$ cat src/rtl/jellyvl_synctimer_pkg.sv
// Shared constants and types for the synctimer link receiver: packet commands
// and the receive-parser state encoding.
package jellyvl_synctimer_pkg;

    localparam logic [7:0] CMD_SYNC     = 8'hA5;
    localparam logic [7:0] CMD_OVERRIDE = 8'hA6;

    typedef enum logic [1:0] {
        ST_IDLE,
        ST_TIME,
        ST_SUM,
        ST_DROP
    } rx_state_t;

    function automatic logic is_cmd(input logic [7:0] b);
        return (b == CMD_SYNC) || (b == CMD_OVERRIDE);
    endfunction

endpackage

$ cat src/rtl/jellyvl_synctimer_elapsed.sv
// Fractional elapsed-time accumulator: advances by NUMERATOR/DENOMINATOR time units
// per clock, saturating at all-ones. elapsed_o already includes the current cycle.
module jellyvl_synctimer_elapsed #(
    parameter int NUMERATOR     = 10,
    parameter int DENOMINATOR   = 3,
    parameter int ELAPSED_WIDTH = 24
) (
    input  logic                     reset,
    input  logic                     clk,
    input  logic                     clear_i,
    output logic [ELAPSED_WIDTH-1:0] elapsed_o
);

    localparam int FRAC_W    = $clog2(2 * DENOMINATOR) + 1;
    localparam int INT_STEP  = NUMERATOR / DENOMINATOR;
    localparam int FRAC_STEP = NUMERATOR % DENOMINATOR;

    logic [ELAPSED_WIDTH-1:0] int_q, int_d, int_base;
    logic [FRAC_W-1:0]        frac_q, frac_d, frac_base, frac_sum;
    logic                     carry;

    function automatic logic [ELAPSED_WIDTH-1:0] sat_add(
        input logic [ELAPSED_WIDTH-1:0] a,
        input logic [ELAPSED_WIDTH:0]   b
    );
        logic [ELAPSED_WIDTH+1:0] s;
        s = (ELAPSED_WIDTH+2)'(a) + (ELAPSED_WIDTH+2)'(b);
        if (s[ELAPSED_WIDTH+1:ELAPSED_WIDTH] != 2'b00) begin
            return '1;
        end
        return s[ELAPSED_WIDTH-1:0];
    endfunction

    // Clearing restarts from zero, so the first-byte cycle itself counts as one step.
    always_comb begin
        int_base  = clear_i ? '0 : int_q;
        frac_base = clear_i ? '0 : frac_q;
        frac_sum  = frac_base + FRAC_W'(FRAC_STEP);
        carry     = (frac_sum >= FRAC_W'(DENOMINATOR));
        frac_d    = carry ? (frac_sum - FRAC_W'(DENOMINATOR)) : frac_sum;
        int_d     = sat_add(int_base, (ELAPSED_WIDTH+1)'(INT_STEP) + (ELAPSED_WIDTH+1)'(carry));
    end

    assign elapsed_o = int_d;

    always_ff @(posedge clk or posedge reset) begin
        if (reset) begin
            int_q  <= '0;
            frac_q <= '0;
        end else begin
            int_q  <= int_d;
            frac_q <= frac_d;
        end
    end

endmodule

$ cat src/rtl/jellyvl_synctimer_rx_parser.sv
// Time-sync packet parser: cmd, LSB-first timestamp, zero-sum checksum. Emits the
// received time compensated by link offset and in-packet elapsed time.
module jellyvl_synctimer_rx_parser
    import jellyvl_synctimer_pkg::*;
#(
    parameter int TIMER_WIDTH    = 64,
    parameter int NUMERATOR      = 10,
    parameter int DENOMINATOR    = 3,
    parameter int ELAPSED_WIDTH  = 24,
    parameter int TIMEOUT_CYCLES = 1000,
    parameter int OFFSET_WIDTH   = 32
) (
    input  logic                           reset,
    input  logic                           clk,
    input  logic signed [OFFSET_WIDTH-1:0] param_offset,
    input  logic [7:0]                     s_data,
    input  logic                           s_first,
    input  logic                           s_last,
    input  logic                           s_valid,
    output logic [TIMER_WIDTH-1:0]         correct_time,
    output logic                           correct_override,
    output logic                           correct_valid,
    output logic                           err_checksum,
    output logic                           err_format
);

    localparam int TIME_BYTES = TIMER_WIDTH / 8;
    localparam int IDX_W      = $clog2(TIME_BYTES + 1);
    localparam int GAP_W      = $clog2(TIMEOUT_CYCLES + 1);

    rx_state_t               state_q, state_d;
    logic [IDX_W-1:0]        idx_q, idx_d;
    logic [7:0]              sum_q, sum_d, sum_total;
    logic [TIMER_WIDTH-1:0]  time_q, time_d;
    logic                    ovr_q, ovr_d;
    logic [GAP_W-1:0]        gap_q, gap_d;
    logic [TIMER_WIDTH-1:0]  ctime_q, ctime_d;
    logic                    covr_q, covr_d;
    logic                    cvalid_q, cvalid_d;
    logic                    echk_q, echk_d;
    logic                    efmt_q, efmt_d;
    logic                    elapsed_clear;
    logic [ELAPSED_WIDTH-1:0] elapsed;
    logic [TIMER_WIDTH-1:0]  offset_ext;

    // Signed size cast sign-extends the link offset to the timer width.
    assign offset_ext = TIMER_WIDTH'(param_offset);

    jellyvl_synctimer_elapsed #(
        .NUMERATOR    (NUMERATOR),
        .DENOMINATOR  (DENOMINATOR),
        .ELAPSED_WIDTH(ELAPSED_WIDTH)
    ) u_elapsed (
        .reset    (reset),
        .clk      (clk),
        .clear_i  (elapsed_clear),
        .elapsed_o(elapsed)
    );

    always_comb begin
        state_d       = state_q;
        idx_d         = idx_q;
        sum_d         = sum_q;
        time_d        = time_q;
        ovr_d         = ovr_q;
        gap_d         = gap_q;
        ctime_d       = ctime_q;
        covr_d        = covr_q;
        cvalid_d      = 1'b0;
        echk_d        = 1'b0;
        efmt_d        = 1'b0;
        elapsed_clear = 1'b0;
        sum_total     = sum_q + s_data;

        if (s_valid && s_first) begin
            // A first byte always restarts parsing, aborting any packet in flight.
            gap_d         = '0;
            idx_d         = '0;
            sum_d         = s_data;
            ovr_d         = (s_data == CMD_OVERRIDE);
            elapsed_clear = 1'b1;
            efmt_d        = (state_q != ST_IDLE) || !is_cmd(s_data) || s_last;
            if (is_cmd(s_data) && !s_last) begin
                state_d = ST_TIME;
            end else if (s_last) begin
                state_d = ST_IDLE;
            end else begin
                state_d = ST_DROP;
            end
        end else if (s_valid) begin
            gap_d = '0;
            case (state_q)
                ST_TIME: begin
                    if (s_last) begin
                        efmt_d  = 1'b1;
                        state_d = ST_IDLE;
                    end else begin
                        time_d = {s_data, time_q[TIMER_WIDTH-1:8]};
                        sum_d  = sum_total;
                        idx_d  = idx_q + 1'b1;
                        if (idx_q == IDX_W'(TIME_BYTES - 1)) begin
                            state_d = ST_SUM;
                        end
                    end
                end
                ST_SUM: begin
                    if (s_last) begin
                        state_d = ST_IDLE;
                        if (sum_total == 8'h00) begin
                            cvalid_d = 1'b1;
                            covr_d   = ovr_q;
                            ctime_d  = time_q + offset_ext + TIMER_WIDTH'(elapsed);
                        end else begin
                            echk_d = 1'b1;
                        end
                    end else begin
                        efmt_d  = 1'b1;
                        state_d = ST_DROP;
                    end
                end
                ST_DROP: begin
                    if (s_last) begin
                        state_d = ST_IDLE;
                    end
                end
                default: begin
                end
            endcase
        end else if ((state_q == ST_TIME) || (state_q == ST_SUM)) begin
            if (gap_q == GAP_W'(TIMEOUT_CYCLES - 1)) begin
                efmt_d  = 1'b1;
                state_d = ST_IDLE;
            end else begin
                gap_d = gap_q + 1'b1;
            end
        end
    end

    always_ff @(posedge clk or posedge reset) begin
        if (reset) begin
            state_q  <= ST_IDLE;
            idx_q    <= '0;
            sum_q    <= '0;
            time_q   <= '0;
            ovr_q    <= 1'b0;
            gap_q    <= '0;
            ctime_q  <= '0;
            covr_q   <= 1'b0;
            cvalid_q <= 1'b0;
            echk_q   <= 1'b0;
            efmt_q   <= 1'b0;
        end else begin
            state_q  <= state_d;
            idx_q    <= idx_d;
            sum_q    <= sum_d;
            time_q   <= time_d;
            ovr_q    <= ovr_d;
            gap_q    <= gap_d;
            ctime_q  <= ctime_d;
            covr_q   <= covr_d;
            cvalid_q <= cvalid_d;
            echk_q   <= echk_d;
            efmt_q   <= efmt_d;
        end
    end

    assign correct_time     = ctime_q;
    assign correct_override = covr_q;
    assign correct_valid    = cvalid_q;
    assign err_checksum     = echk_q;
    assign err_format       = efmt_q;

endmodule

$ cat config.mk
export PLATFORM = sky130hd
export DESIGN_NAME = jellyvl_synctimer_rx_parser
export DESIGN_NICKNAME = d
export VERILOG_FILES = /design/src/rtl/jellyvl_synctimer_pkg.sv /design/src/rtl/jellyvl_synctimer_elapsed.sv /design/src/rtl/jellyvl_synctimer_rx_parser.sv
export SDC_FILE = /design/constraint.sdc
export NUM_CORES = 1
export LEC_CHECK = 0
export ABC_CLOCK_PERIOD_IN_PS = 5700
export CAP_MARGIN = 20
export CORE_MARGIN = 2
export CORE_UTILIZATION = 55
export DETAILED_ROUTE_END_ITERATION = 10
export DONT_BUFFER_PORTS = 1
export PLACE_DENSITY = 0.7
export SETUP_SLACK_MARGIN = 0.4
export SLEW_MARGIN = 20
export SYNTH_ARGS = -nofsm -noshare
export SYNTH_HDL_FRONTEND = slang
export SYNTH_HIERARCHICAL = 1
export SYNTH_SLANG_ARGS = --single-unit
$ cat constraint.sdc
create_clock -name clk -period 5.7 [get_ports clk]
set_input_delay 1.14 -clock clk [delete_from_list [all_inputs] [get_ports clk]]
set_output_delay 1.14 -clock clk [all_outputs]
set_load 0.05 [all_outputs]
==> flow_metrics.env <==
export IMPL_status="complete, but fails checks"
export IMPL_violations="setup timing"
export IMPL_cts_max_path_buffers=2
export IMPL_core_um2=22700
export IMPL_leakagePower_nw=7.68
export IMPL_clkTransAtPathRegs_ns=0.08
export IMPL_worst_slew_pin_slew_ns=0.853
export IMPL_crit_arrival_ns=6.12
export IMPL_io_pins=113
export IMPL_routedWlPerCell_um=18.3
export IMPL_maxClockFrequency_mhz=172
export IMPL_design_area_um2=15800
export IMPL_synthArstFlopShare=1.00
export IMPL_fin_skew_ns=0.0204
export IMPL_antenna_found_initial=0
export IMPL_drt_total_wl_um=34000
export IMPL_drv_slew=0
export IMPL_start_util=0.563
export IMPL_grt_pass1_wl_um=55000
export IMPL_drive_gt1_frac=0.237
export IMPL_rsz0062_at_grt="true"
export IMPL_synth_top_area_share=0.362
export IMPL_syn_nets=1638
export IMPL_rows=55
export IMPL_yosysSeqAreaShare=0.362
export IMPL_fp_dieH_um=156
export IMPL_drc=0
export IMPL_relSlewSlack=0.431
export IMPL_cp_end_kind="flip-flop"
export IMPL_grt_start_max_net_pins=158
export IMPL_finalPower_w=0.00488
export IMPL_h_tree_depth=4
export IMPL_area_growth_synth_to_final_pct=23.4
export IMPL_synth_cells=1448
export IMPL_post_route_period_util=1.02
export IMPL_cap_violations=0
export IMPL_crit_slowest_cell="fa_1"
export IMPL_numCtsBuffers=17
export IMPL_cp_endpoint="correct_time[63]"
export IMPL_synth_edff_count=0
export IMPL_fin_crit_ns=5.82
export IMPL_num_antenna_cells=0
export IMPL_regToRegEndpoint="correct_time[63]"
export IMPL_cp_num_buf_inv=7
export IMPL_ys_ff_latch=185
export IMPL_hold_viol_final=0
export IMPL_most_common_layout_cells="nand2_1, dfrtp_1, buf_4, ha_1, a21oi_1"
export IMPL_die_area_um2=24500
export IMPL_cp_required_ns=6.00
export IMPL_synth_area_top_cells="dfrtp_1, ha_1, nand2_1"
export IMPL_setup_violations=22
export IMPL_io_buffers=0
export IMPL_fin_cells=1856
export IMPL_synth_cell_types=91
export IMPL_overflow=0
export IMPL_cts_sinks=185
export IMPL_clock_latency_ns=0.45
export IMPL_clock_tree_root_cell="clkbuf_16"
export IMPL_r2r_cells=29
export IMPL_crit_type="in -> reg"
export IMPL_placedInstanceArea_um2=14100
export IMPL_hp_start="ovr_q"
export IMPL_cp_top_family="compound AO/OA/AOI/OAI gates"
export IMPL_peakVddDrop_mv=0.355
export IMPL_power_per_cell_area_nw_per_um2=309
export IMPL_placed_cells=1793
export IMPL_drt_iter0_markers=804
export IMPL_die_w_um=156
export IMPL_worst_path_max_fanout=8
export IMPL_yosysTopAreaCell="dfrtp_1"
export IMPL_dr_pass1_iters=5
export IMPL_nNetsFinal=1748
export IMPL_worstSetupStartpointType="input pin"
export IMPL_drtAntennaViolNets=0
export IMPL_reg2reg_slack_ns=0.13
export IMPL_place_hpwl_um=24800
export IMPL_holdBufCountCts=0
export IMPL_grt_usage=0.282
export IMPL_cpMostUsedCell="buf_4"
export IMPL_vias=10800
export IMPL_synth_ff_type="dfrtp_1"
export IMPL_hp_class="reg -> reg"
export IMPL_syn_area_per_cell_um2=8.83
export IMPL_fin_ws_ns=-0.121
export IMPL_layout_commonest_cell="nand2_1"
export IMPL_gp_congestion=0.940
export IMPL_via_per_inst=5.84
export IMPL_path_depth=31
export IMPL_critPathLaunch="s_first"
export IMPL_cts_tree="done"
export IMPL_reg2reg_from="u_elapsed/frac_q[2]"
export IMPL_crit_path_max_incr_delay_ns=0.48
export IMPL_grt_pass1_vias=10600
export IMPL_syn_cell_area_um2=12800
export IMPL_ys_warn_count=6
power breakdown:
group | leakage (nW) | total (W) | internal, W | switching (W)
registers | 2.54 | 0.00160 | 0.00144 | 0.000158
logic | 4.85 | 0.00206 | 0.000926 | 0.00113
clock network | 0.295 | 0.00122 | 0.000603 | 0.000621
total | 7.68 | 0.00488 | 0.00297 | 0.00191
area by class of cell:
cell class,instances,area (µm²)
inverter,44,181
sequential,185,4630
tap,285,357
clock inverter,15,195
fill,1792,6930
timing repair buffer,160,1290
clock buffer,17,425
multi-input combinational,1150,8700
metrics by stage:
stage	hold slack [ns]	worst slack, ns	setup TNS, ns	util
finish	0.485	-0.121	-1.49	0.695
floorplan	0.445	-0.697	-18.13	-
detailed placement	0.474	-0.835	-29.96	0.619
CTS	0.494	-0.110	-0.427	0.679
global route	0.520	-0.282	-6.88	0.695
global placement	0.476	-0.768	-26.39	0.619
worst min-delay path by stage:
stage	cells past startpoint	to	slack, ns
CTS	2	ovr_q	0.49
global placement	2	ovr_q	0.48
detailed placement	2	ovr_q	0.47
floorplan	2	ovr_q	0.45
global route	2	ovr_q	0.52
finish	2	ovr_q	0.48
sequential cells by signal, summed over array words and instances, names as in the netlist, 2 cells and up:
| register | cells |
|---|---|
| gap_q | 10 |
| state_q | 2 |
| idx_q | 4 |
| sum_q | 8 |
| u_elapsed/frac_q | 4 |
| u_elapsed/int_q | 24 |
| correct_time | 64 |
| time_q | 64 |
Yosys cell counts (6+ instances only):
master,instances
nand2_1,334
dfrtp_1,185
ha_1,119
o21ai_0,102
a21oi_1,89
nor2_1,56
clkbuf_1,53
xnor2_1,47
xor2_1,46
inv_1,43
nand4_1,32
a21o_1,28
fa_1,26
nand3_1,21
nand2b_1,17
o21bai_1,17
a31oi_1,13
o21ai_1,13
nor2b_1,12
nor3_1,12
and3_1,11
and4_1,9
buf_2,8
o211ai_1,8
o21a_1,8
a221oi_1,6
and2_1,6
mux2_2,6
nand4b_1,6
o31ai_1,6
tightest hold or removal path, cell delays in order, from the launching register on:
cell	delay (ns)
dfrtp_1	0.35
nand2_1	0.05
o21ai_0	0.06
metal layers:
layer	GRT usage	part of all wire
met1	0.385	0.45
met2	0.467	0.48
met3	0.0562	0.058
met4	0.0564	0.014
met5	0	0
logic make-up (layout without fill, tap and decap cells):
family	after synthesis	in the layout	synth area share
adders and majority gates	145	145	0.157
xor gates and xnor gates	93	93	0.0637
muxes	11	11	0.00920
AOI/OAI and AO/OA	347	347	0.170
buffers and inverters	113	236	0.0356
and+or+nand+nor	554	554	0.202
DFF	185	185	0.362
repair_timing:
item / in CTS / in global routing
hold endpoints to repair: 0 / 0
gates resized for setup: 132 / 56
pin swaps: 64 / 52
setup buffers: 19 / 12
endpoints found under the setup margin: 53 / 52
No activity file was read; power rests on OpenSTA's default activity.
